[src/rtl/zbreak.sv]
// Z80 address-breakpoint unit: matches M1 fetch addresses against bp_addr and pulses brk_req toward the NMI generator.
// Optional write-address breakpoints are built in when ZBREAK_WR_EN is defined.
module zbreak #(
  parameter int REQ_LEN   = 4,
  parameter int LOST_INTS = 2
) (
  input  logic        fclk,
  input  logic        rst_n,
  input  logic        zpos,
  input  logic        zneg,
  input  logic        m1_n,
  input  logic        mreq_n,
  input  logic        wr_n,
  input  logic [15:0] a,
  input  logic        int_start,
  input  logic        in_nmi,
  input  logic [7:0]  din,
  input  logic        wr_bplo,
  input  logic        wr_bphi,
  input  logic        wr_pass,
  input  logic        wr_ctrl,
  output logic        brk_req,
  output logic [7:0]  status
);

  // state     | meaning
  // IDLE      | disabled or finished, waiting for an enable write
  // ARMED     | comparing bus events against bp_addr
  // REQ       | driving the brk_req pulse (not abortable)
  // WAIT_NMI  | waiting for the generator to open an NMI session
  // WAIT_EXIT | NMI session running, waiting for it to end
  typedef enum logic [2:0] {
    S_IDLE      = 3'd0,
    S_ARMED     = 3'd1,
    S_REQ       = 3'd2,
    S_WAIT_NMI  = 3'd3,
    S_WAIT_EXIT = 3'd4
  } state_t;

  state_t      state_q, state_d;
  logic [15:0] bp_q, bp_d;
  logic [7:0]  pass_rld_q, pass_rld_d;
  logic [7:0]  pass_cnt_q, pass_cnt_d;
  logic [3:0]  req_cnt_q, req_cnt_d;
  logic [7:0]  int_cnt_q, int_cnt_d;
  logic        enable_q, enable_d;
  logic        autore_q, autore_d;
  logic        wbrk_q, wbrk_d;
  logic        hit_q, hit_d;
  logic        lost_q, lost_d;
  logic        brk_req_q, brk_req_d;
  logic        m1_q, m1_d;
  logic        mreq_q, mreq_d;
  logic        was_m1_q, was_m1_d;
  logic        fetch_ev;
  logic        match_ev;
  logic        ctrl_on, ctrl_off;

`ifdef ZBREAK_WR_EN
  logic wrn_q, wrn_d;
  logic was_wr_q, was_wr_d;
  logic wr_ev;

  always_comb begin
    wrn_d    = zneg ? wr_n : wrn_q;
    was_wr_d = ~mreq_q & ~wrn_q;
    wr_ev    = was_wr_d & ~was_wr_q;
    match_ev = wbrk_q ? wr_ev : fetch_ev;
  end

  always_ff @(posedge fclk or negedge rst_n) begin
    if (!rst_n) begin
      wrn_q    <= 1'b1;
      was_wr_q <= 1'b0;
    end else begin
      wrn_q    <= wrn_d;
      was_wr_q <= was_wr_d;
    end
  end
`else
  logic unused_wr_n;
  assign unused_wr_n = wr_n;
  assign match_ev    = fetch_ev;
`endif

  // Both strobes are sampled at their own Z80 edge; the event is the first fclk both read low.
  always_comb begin
    m1_d     = zpos ? m1_n : m1_q;
    mreq_d   = zneg ? mreq_n : mreq_q;
    was_m1_d = ~m1_q & ~mreq_q;
    fetch_ev = was_m1_d & ~was_m1_q;
  end

  assign ctrl_on  = wr_ctrl & din[0];
  assign ctrl_off = wr_ctrl & ~din[0];

  always_comb begin
    state_d    = state_q;
    bp_d       = bp_q;
    pass_rld_d = pass_rld_q;
    pass_cnt_d = pass_cnt_q;
    req_cnt_d  = req_cnt_q;
    int_cnt_d  = int_cnt_q;
    enable_d   = enable_q;
    autore_d   = autore_q;
    wbrk_d     = wbrk_q;
    hit_d      = hit_q;
    lost_d     = lost_q;
    brk_req_d  = 1'b0;

    if (wr_bplo) bp_d[7:0]  = din;
    if (wr_bphi) bp_d[15:8] = din;
    if (wr_pass) pass_rld_d = din;
    if (wr_ctrl) begin
      enable_d = din[0];
      autore_d = din[1];
`ifdef ZBREAK_WR_EN
      wbrk_d   = din[2];
`else
      wbrk_d   = 1'b0;
`endif
    end

    case (state_q)
      S_IDLE: begin
        if (ctrl_on) begin
          pass_cnt_d = pass_rld_q;
          hit_d      = 1'b0;
          lost_d     = 1'b0;
          state_d    = S_ARMED;
        end
      end
      S_ARMED: begin
        if (ctrl_off) begin
          state_d = S_IDLE;
        end else if (match_ev && (a == bp_q) && !in_nmi) begin
          if (pass_cnt_q != 8'd0) begin
            pass_cnt_d = pass_cnt_q - 8'd1;
          end else begin
            hit_d     = 1'b1;
            brk_req_d = 1'b1;
            req_cnt_d = 4'(REQ_LEN - 1);
            state_d   = S_REQ;
          end
        end
      end
      S_REQ: begin
        // A disable seen during the pulse is honoured only once the pulse is over.
        if (req_cnt_q == 4'd0) begin
          int_cnt_d = 8'(LOST_INTS - 1);
          state_d   = enable_d ? S_WAIT_NMI : S_IDLE;
        end else begin
          req_cnt_d = req_cnt_q - 4'd1;
          brk_req_d = 1'b1;
        end
      end
      S_WAIT_NMI: begin
        if (ctrl_off) begin
          state_d = S_IDLE;
        end else if (in_nmi) begin
          state_d = S_WAIT_EXIT;
        end else if (int_start) begin
          if (int_cnt_q == 8'd0) begin
            lost_d  = 1'b1;
            state_d = autore_q ? S_ARMED : S_IDLE;
          end else begin
            int_cnt_d = int_cnt_q - 8'd1;
          end
        end
      end
      S_WAIT_EXIT: begin
        if (ctrl_off) begin
          state_d = S_IDLE;
        end else if (!in_nmi) begin
          if (autore_q) begin
            pass_cnt_d = pass_rld_q;
            state_d    = S_ARMED;
          end else begin
            enable_d = 1'b0;
            state_d  = S_IDLE;
          end
        end
      end
      default: state_d = S_IDLE;
    endcase
  end

  always_ff @(posedge fclk or negedge rst_n) begin
    if (!rst_n) begin
      state_q    <= S_IDLE;
      bp_q       <= 16'h0000;
      pass_rld_q <= 8'h00;
      pass_cnt_q <= 8'h00;
      req_cnt_q  <= 4'd0;
      int_cnt_q  <= 8'd0;
      enable_q   <= 1'b0;
      autore_q   <= 1'b0;
      wbrk_q     <= 1'b0;
      hit_q      <= 1'b0;
      lost_q     <= 1'b0;
      brk_req_q  <= 1'b0;
      m1_q       <= 1'b1;
      mreq_q     <= 1'b1;
      was_m1_q   <= 1'b0;
    end else begin
      state_q    <= state_d;
      bp_q       <= bp_d;
      pass_rld_q <= pass_rld_d;
      pass_cnt_q <= pass_cnt_d;
      req_cnt_q  <= req_cnt_d;
      int_cnt_q  <= int_cnt_d;
      enable_q   <= enable_d;
      autore_q   <= autore_d;
      wbrk_q     <= wbrk_d;
      hit_q      <= hit_d;
      lost_q     <= lost_d;
      brk_req_q  <= brk_req_d;
      m1_q       <= m1_d;
      mreq_q     <= mreq_d;
      was_m1_q   <= was_m1_d;
    end
  end

  assign brk_req = brk_req_q;
  assign status  = {enable_q, autore_q, hit_q, lost_q, wbrk_q, state_q};

endmodule

[config.mk]
export PLATFORM = sky130hd
export DESIGN_NAME = zbreak
export DESIGN_NICKNAME = d
export VERILOG_FILES = /design/src/rtl/zbreak.sv
export SDC_FILE = /design/constraint.sdc
export NUM_CORES = 1
export LEC_CHECK = 0
export CORE_MARGIN = 8
export CORE_UTILIZATION = 35
export DETAILED_ROUTE_END_ITERATION = 12
export GPL_TIMING_DRIVEN = 0
export HOLD_SLACK_MARGIN = 0.03
export PLACE_DENSITY = 0.61
export SLEW_MARGIN = 10
export SYNTH_ARGS = -nofsm -noshare
export SYNTH_HDL_FRONTEND = slang
export SYNTH_SLANG_ARGS = --single-unit
[constraint.sdc]
create_clock -name fclk -period 2.6 [get_ports fclk]
set_input_delay 0.65 -clock fclk [delete_from_list [all_inputs] [get_ports fclk]]
set_output_delay 0.65 -clock fclk [all_outputs]
set_load 0.05 [all_outputs]
==> metrics.cfg, run 1 <==
[grt]
grt-busiest-layer = met2
grt_use_met3_pct = 2.989
grt_pass1_wl_um = 12510
antenna_found_initial = 0
grt_use_total_pct = 12.94
grt_pass1_vias = 2573
use_met1_pct = 17.21
grt-ovfl-total = 0
grt_use_met2_pct = 20.97
grt_max_degree = 56

[job]
max-cap-violations = 0

[critical_path]
crit_path_end_kind = flop
start_kind = primary input
worstPathMaxFanout = 5
reg2reg_slack_ns = 0.31
worstPathRequired_ns = 2.80
worstPathArrival_ns = 2.74
crit_type = primary input to flop

[synthesis]
synth_nets = 342
ys_ff_latch = 55
synth-edff-count = 0
yosysWarnings = 0
synthesis.area_um2 = 3058
synthFlopType = dfrtp_1
seq_area_frac_synth_pct = 45.09
syn_inst = 300
ys_async_sr_fraction_pct = 100.0
avgSynthCellArea_um2 = 10.19
synthDistinctLibCells = 55

[clock_tree]
clk_latency_ns = 0.32
tritoncts = yes
h-tree-depth = 2
cts_sinks = 55
clock-root-buffer = clkbuf_8
clockBufferDepth = 2
clk_pin_slew_worst_paths_ns = 0.10
cts_buffers = 5
hold_buffers = 0

[final_layout]
nNetsFinal = 393
final_area_um2 = 3737
syn2layout_area_growth_pct = 22.22
fill_cells = 849
diodes = 0
stdcell_count = 460
final_util_pct = 43.49
drive_above_1_share_pct = 17.61

[drt]
ant_nets = 0
first_pass_iters = 4
drc_errors = 0
dr_total_vias = 2478
vias_per_cell = 5.387
first_iter_violations = 162
wl_per_cell_um = 15.86
routed_wl_um = 7294

[sta]
drv_slew = 0
finalHoldViolCount = 0
fin_skew_ns = 0.01908
fin_tns_setup_ns = 0
timing.hold.ws_ns = 0.3720
rsz0062_at_grt = no
finalSetupViolCount = 0
fin_crit_sh_pct = 97.55
min_period_ns = 2.536
fmax_mhz = 394.3
worstMarginPinSlew_ns = 0.7892
setup_slack_ns = 0.06377
maxSlewHeadroom_pct = 46.90

[placement]
placed_cell_area_um2 = 3591
io_buffers = 40
gp_congestion = 0.8713
place_hpwl_um = 5410
place_ws_ns = -0.6652
place_inst = 448

[pwr]
power_density_nw_per_um2 = 819.0
p_leak_nw = 1.503
peakVddDrop_uv = 305.3
finalPower_mw = 3.061

[min_path]
min_path_type = primary input to asynchronous set/reset pin

[outcome]
status = finished clean

[die]
rows = 34
ios = 46
start_util_pct = 35.59
dieArea_um2 = 11980
core_um2 = 8593
die_h_um = 109.5
die_x_um = 109.5

[flip-flops by register name, summed over array words and instances, names as in the netlist, 3 cells and up]
name        cells
bp_q           16
int_cnt_q       8
pass_cnt_q      8
pass_rld_q      8
req_cnt_q       4
state_q         3
[layout by cell type (no fill, tap or decap), drive strengths merged, types with 8 or more instances in the layout]
master         count
a21oi             11
buf               10
clkbuf            17
clkdlybuf4s50     36
dfrtp             53
inv               11
mux2              28
nand2             14
nand2b            10
nor2              24
nor2b              9
nor3               8
o21ai              8
or4               10
xor2               9
[critical path, stage by stage]
cell,delay (ns)
clkdlybuf4s50_1,0.48
nor2b_1,0.05
or4_4,0.49
or3_1,0.36
or4_4,0.47
a31o_1,0.24
[area by class of cell]
type	count	area [um^2]	share of cell area, %
flip-flops and latches	55	1379	36.89
inverters	9	33.78	0.9039
well taps	108	135.1	3.616
plain buffers	16	81.33	2.176
clock inverters	2	17.52	0.4687
multi-input cells	220	1580	42.28
repair buffers	44	427.9	11.45
clock buffers	6	82.58	2.210
[worst paths after layout]
kind                               start       endpoint  depth (start not counted)
max                                 a[2]   req_cnt_q[2]                          6
min                                rst_n   int_cnt_q[2]                          1
max reg2reg                   state_q[0]  pass_cnt_q[6]                          6
min reg2reg                pass_rld_q[1]  pass_rld_q[1]                          1
max in group asynchronous          rst_n  pass_cnt_q[0]                          1
min in group fclk          pass_rld_q[1]  pass_rld_q[1]                          1
[per-layer routing]
metal / vias to the layer above / routed length, um
met5: - / 0
li1: 1207 / -
met2: 62 / 3395
met1: 1205 / 3505
met3: 4 / 350
met4: 0 / 42
[timing repair]
action                     in CTS  in global routing
setup endpoints to repair       9                 14
pin swaps                       2                  1
hold endpoints to repair        0                  0
gates resized for setup         5                  5
setup buffers                   1                  3
[cells in the mapped netlist (8+ instances only)]
library cell | instances | area (um^2)
dfrtp_1 | 53 | 1326
xor2_1 | 9 | 78.83
nand2b_1 | 10 | 62.56
nand2_1 | 14 | 52.55
mux2_2 | 28 | 315.3
o21ai_0 | 8 | 40.04
nor2_1 | 24 | 90.09
nor2b_1 | 9 | 56.30
inv_1 | 9 | 33.78
clkbuf_1 | 11 | 41.29
or4_1 | 8 | 60.06
a21oi_1 | 11 | 55.05
[cells by family after synthesis]
kind of cell / Yosys count / synth area share (%)
AND/OR/NAND/NOR: 115 / 21.69
multiplexers: 29 / 10.64
adder cells (fa/ha/maj): 5 / 2.046
XOR/XNOR: 12 / 3.437
AO/OA/AOI/OAI: 58 / 13.30
other: 1 / 0.1226
buffers and inverters: 25 / 3.683
flip-flops: 55 / 45.09
[where the power goes]
group	switching, mW	internal [mW]	total [mW]
logic	0.734	0.544	1.28
clock network	0.294	0.224	0.518
registers	0.197	1.07	1.27
total	1.22	1.84	3.06
No activity file was read; power rests on OpenSTA's default activity.
==> run 2, diff against run 1 <==
--- a/config.mk
+++ b/config.mk
@@ -5,12 +5,14 @@
 export SDC_FILE = /design/constraint.sdc
 export NUM_CORES = 1
 export LEC_CHECK = 0
+export CAP_MARGIN = 25
 export CORE_MARGIN = 8
 export CORE_UTILIZATION = 35
 export DETAILED_ROUTE_END_ITERATION = 12
 export GPL_TIMING_DRIVEN = 0
 export HOLD_SLACK_MARGIN = 0.03
 export PLACE_DENSITY = 0.61
+export SKIP_LAST_GASP = 1
 export SLEW_MARGIN = 10
 export SYNTH_ARGS = -nofsm -noshare
 export SYNTH_HDL_FRONTEND = slang
==> run 2 against run 1 <==
  * Sequential power is essentially flat
  * Combinational power is essentially flat
  * Design area shrank 0.60%
  * Worst hold slack lost 0.00080 ns
  * Clock power is essentially flat
  * Utilization shrank 0.26 points
  * Critical path depth is the same
  * Via count is essentially flat
  * Clock skew is essentially flat
  * Sequential share of layout area grew 0.22 points
  * Highest routed layer unchanged
  * Fmax is essentially flat
==> metrics.cfg, run 2 (synthesis gave the netlist of run 1 again) <==
[final_layout]
regMostFlops = bp_q
drive_above_1_share_pct = 16.91
nNetsFinal = 390
fill_cells = 849
largest_reg_flops = 16
final_cell_mix = dfrtp_1 (53), clkdlybuf4s50_1 (36), mux2_2 (28)
mostFrequentLayoutCell = dfrtp_1
diodes = 0
final_util_pct = 43.23
syn2layout_area_growth_pct = 21.48

[clock_tree]
tritoncts = yes
clockBufferDepth = 2
h-tree-depth = 2
cts_sinks = 55
clk_pin_slew_worst_paths_ns = 0.10
clk_latency_ns = 0.32
cts_buffers = 5
clock-root-buffer = clkbuf_8

[die]
rows = 34
die_h_um = 109.5
die_x_um = 109.5
ios = 46
start_util_pct = 35.59
dieArea_um2 = 11980
core_um2 = 8593

[critical_path]
path_depth = 6
cp_top_family = simple AND/OR/NAND/NOR gates
crit_buf_inv = 1
worstPathArrival_ns = 2.74
crit_type = primary input to flop
worst_path_max_delay_cell = or4_4
worstPathRequired_ns = 2.80
r2r-start = state_q[0]
r2r_cells = 6
worstPathMaxFanout = 5
reg2reg_slack_ns = 0.28
start_kind = primary input
slowest_delay_ns = 0.49
timing.critical_path.from = a[2]
r2r-end = pass_cnt_q[6]
cpMostUsedCell = or4_4
crit_path_end = req_cnt_q[2]
cp_cell_sequence = clkdlybuf4s50_1, nor2b_1, or4_4, or3_1, or4_4, a31o_1
crit_path_end_kind = flop

[grt]
use_met1_pct = 17.21
grt_use_met2_pct = 21.02
grt-busiest-layer = met2
grt_use_total_pct = 12.95
grt_pass1_vias = 2578
grt_use_met3_pct = 2.989
grt-ovfl-total = 0
antenna_found_initial = 0
grt_max_degree = 56
grt_pass1_wl_um = 12520

[placement]
io_buffers = 40
place_hpwl_um = 5410
place_ws_ns = -0.6652
gp_congestion = 0.8713

[sta]
min_period_ns = 2.534
worstMarginPinSlew_ns = 0.7653
finalSetupViolCount = 0
setup_slack_ns = 0.06609
fmax_mhz = 394.6
finalHoldViolCount = 0
drv_slew = 0
maxSlewHeadroom_pct = 48.51
fin_crit_sh_pct = 97.46
rsz0062_at_grt = no
fin_skew_ns = 0.01915
fin_tns_setup_ns = 0
timing.hold.ws_ns = 0.3712

[pwr]
finalPower_mw = 3.041
p_leak_nw = 1.490
peakVddDrop_uv = 304.4
power_density_nw_per_um2 = 818.7

[drt]
wl_per_cell_um = 15.86
drc_errors = 0
ant_nets = 0
vias_per_cell = 5.425
routed_wl_um = 7249
dr_total_vias = 2479
first_pass_iters = 4
first_iter_violations = 155

[min_path]
min_path_type = primary input to asynchronous set/reset pin

[outcome]
status = finished clean

[job]
max-cap-violations = 0

run 2: cell types whose count changed in the layout (fill, tap and decap cells not counted):
cell,delta
buf_4,-3
run 2: worst min-delay path by stage:
stage,cells after the start,startpoint,slack [ns],to
final,1,rst_n,0.37,int_cnt_q[2]
after global routing,1,rst_n,0.44,autore_q
after CTS,1,rst_n,0.40,pass_cnt_q[4]
after detailed placement,1,pass_rld_q[1],0.50,pass_rld_q[1]
after global placement,1,pass_rld_q[1],0.49,pass_rld_q[1]
after floorplan,0,rst_n,0.35,autore_q
run 2: per-stage QoR:
step / area, um^2 / std cells
2_1_floorplan: 3058 / 300
3_3_place_gp: 3593 / 448
3_5_place_dp: 3591 / 448
4_1_cts: 3704 / 457
5_1_grt: 3715 / 457
6_report: 3715 / 457
run 2: final cells by class:
cell class	instances	area (um^2)	share of cell area, %
plain buffers	16	81.33	2.189
clock buffers	6	82.58	2.223
clock inverters	2	17.52	0.4715
inverters	9	33.78	0.9094
multi-input cells	220	1580	42.54
flip-flops and latches	55	1379	37.12
well taps	108	135.1	3.638
repair buffers	41	405.4	10.91
run 2: per-layer routing:
metal	vias up	part of all wire, %
li1	1199	-
met1	1212	48
met2	63	46
met3	5	4.9
met4	0	0.84
met5	-	0
run 2: repair_timing:
item                                    CTS  global route
gates resized for setup                   4             6
endpoints found under the setup margin    9            13
pin swaps                                 2             0
gates cloned                              0             0
setup buffers                             1             0
hold buffers                              0             0
run 2: power breakdown:
part | total [mW] | internal (mW) | switching [mW]
clock network | 0.519 | 0.224 | 0.296
logic | 1.26 | 0.528 | 0.729
registers | 1.26 | 1.07 | 0.196
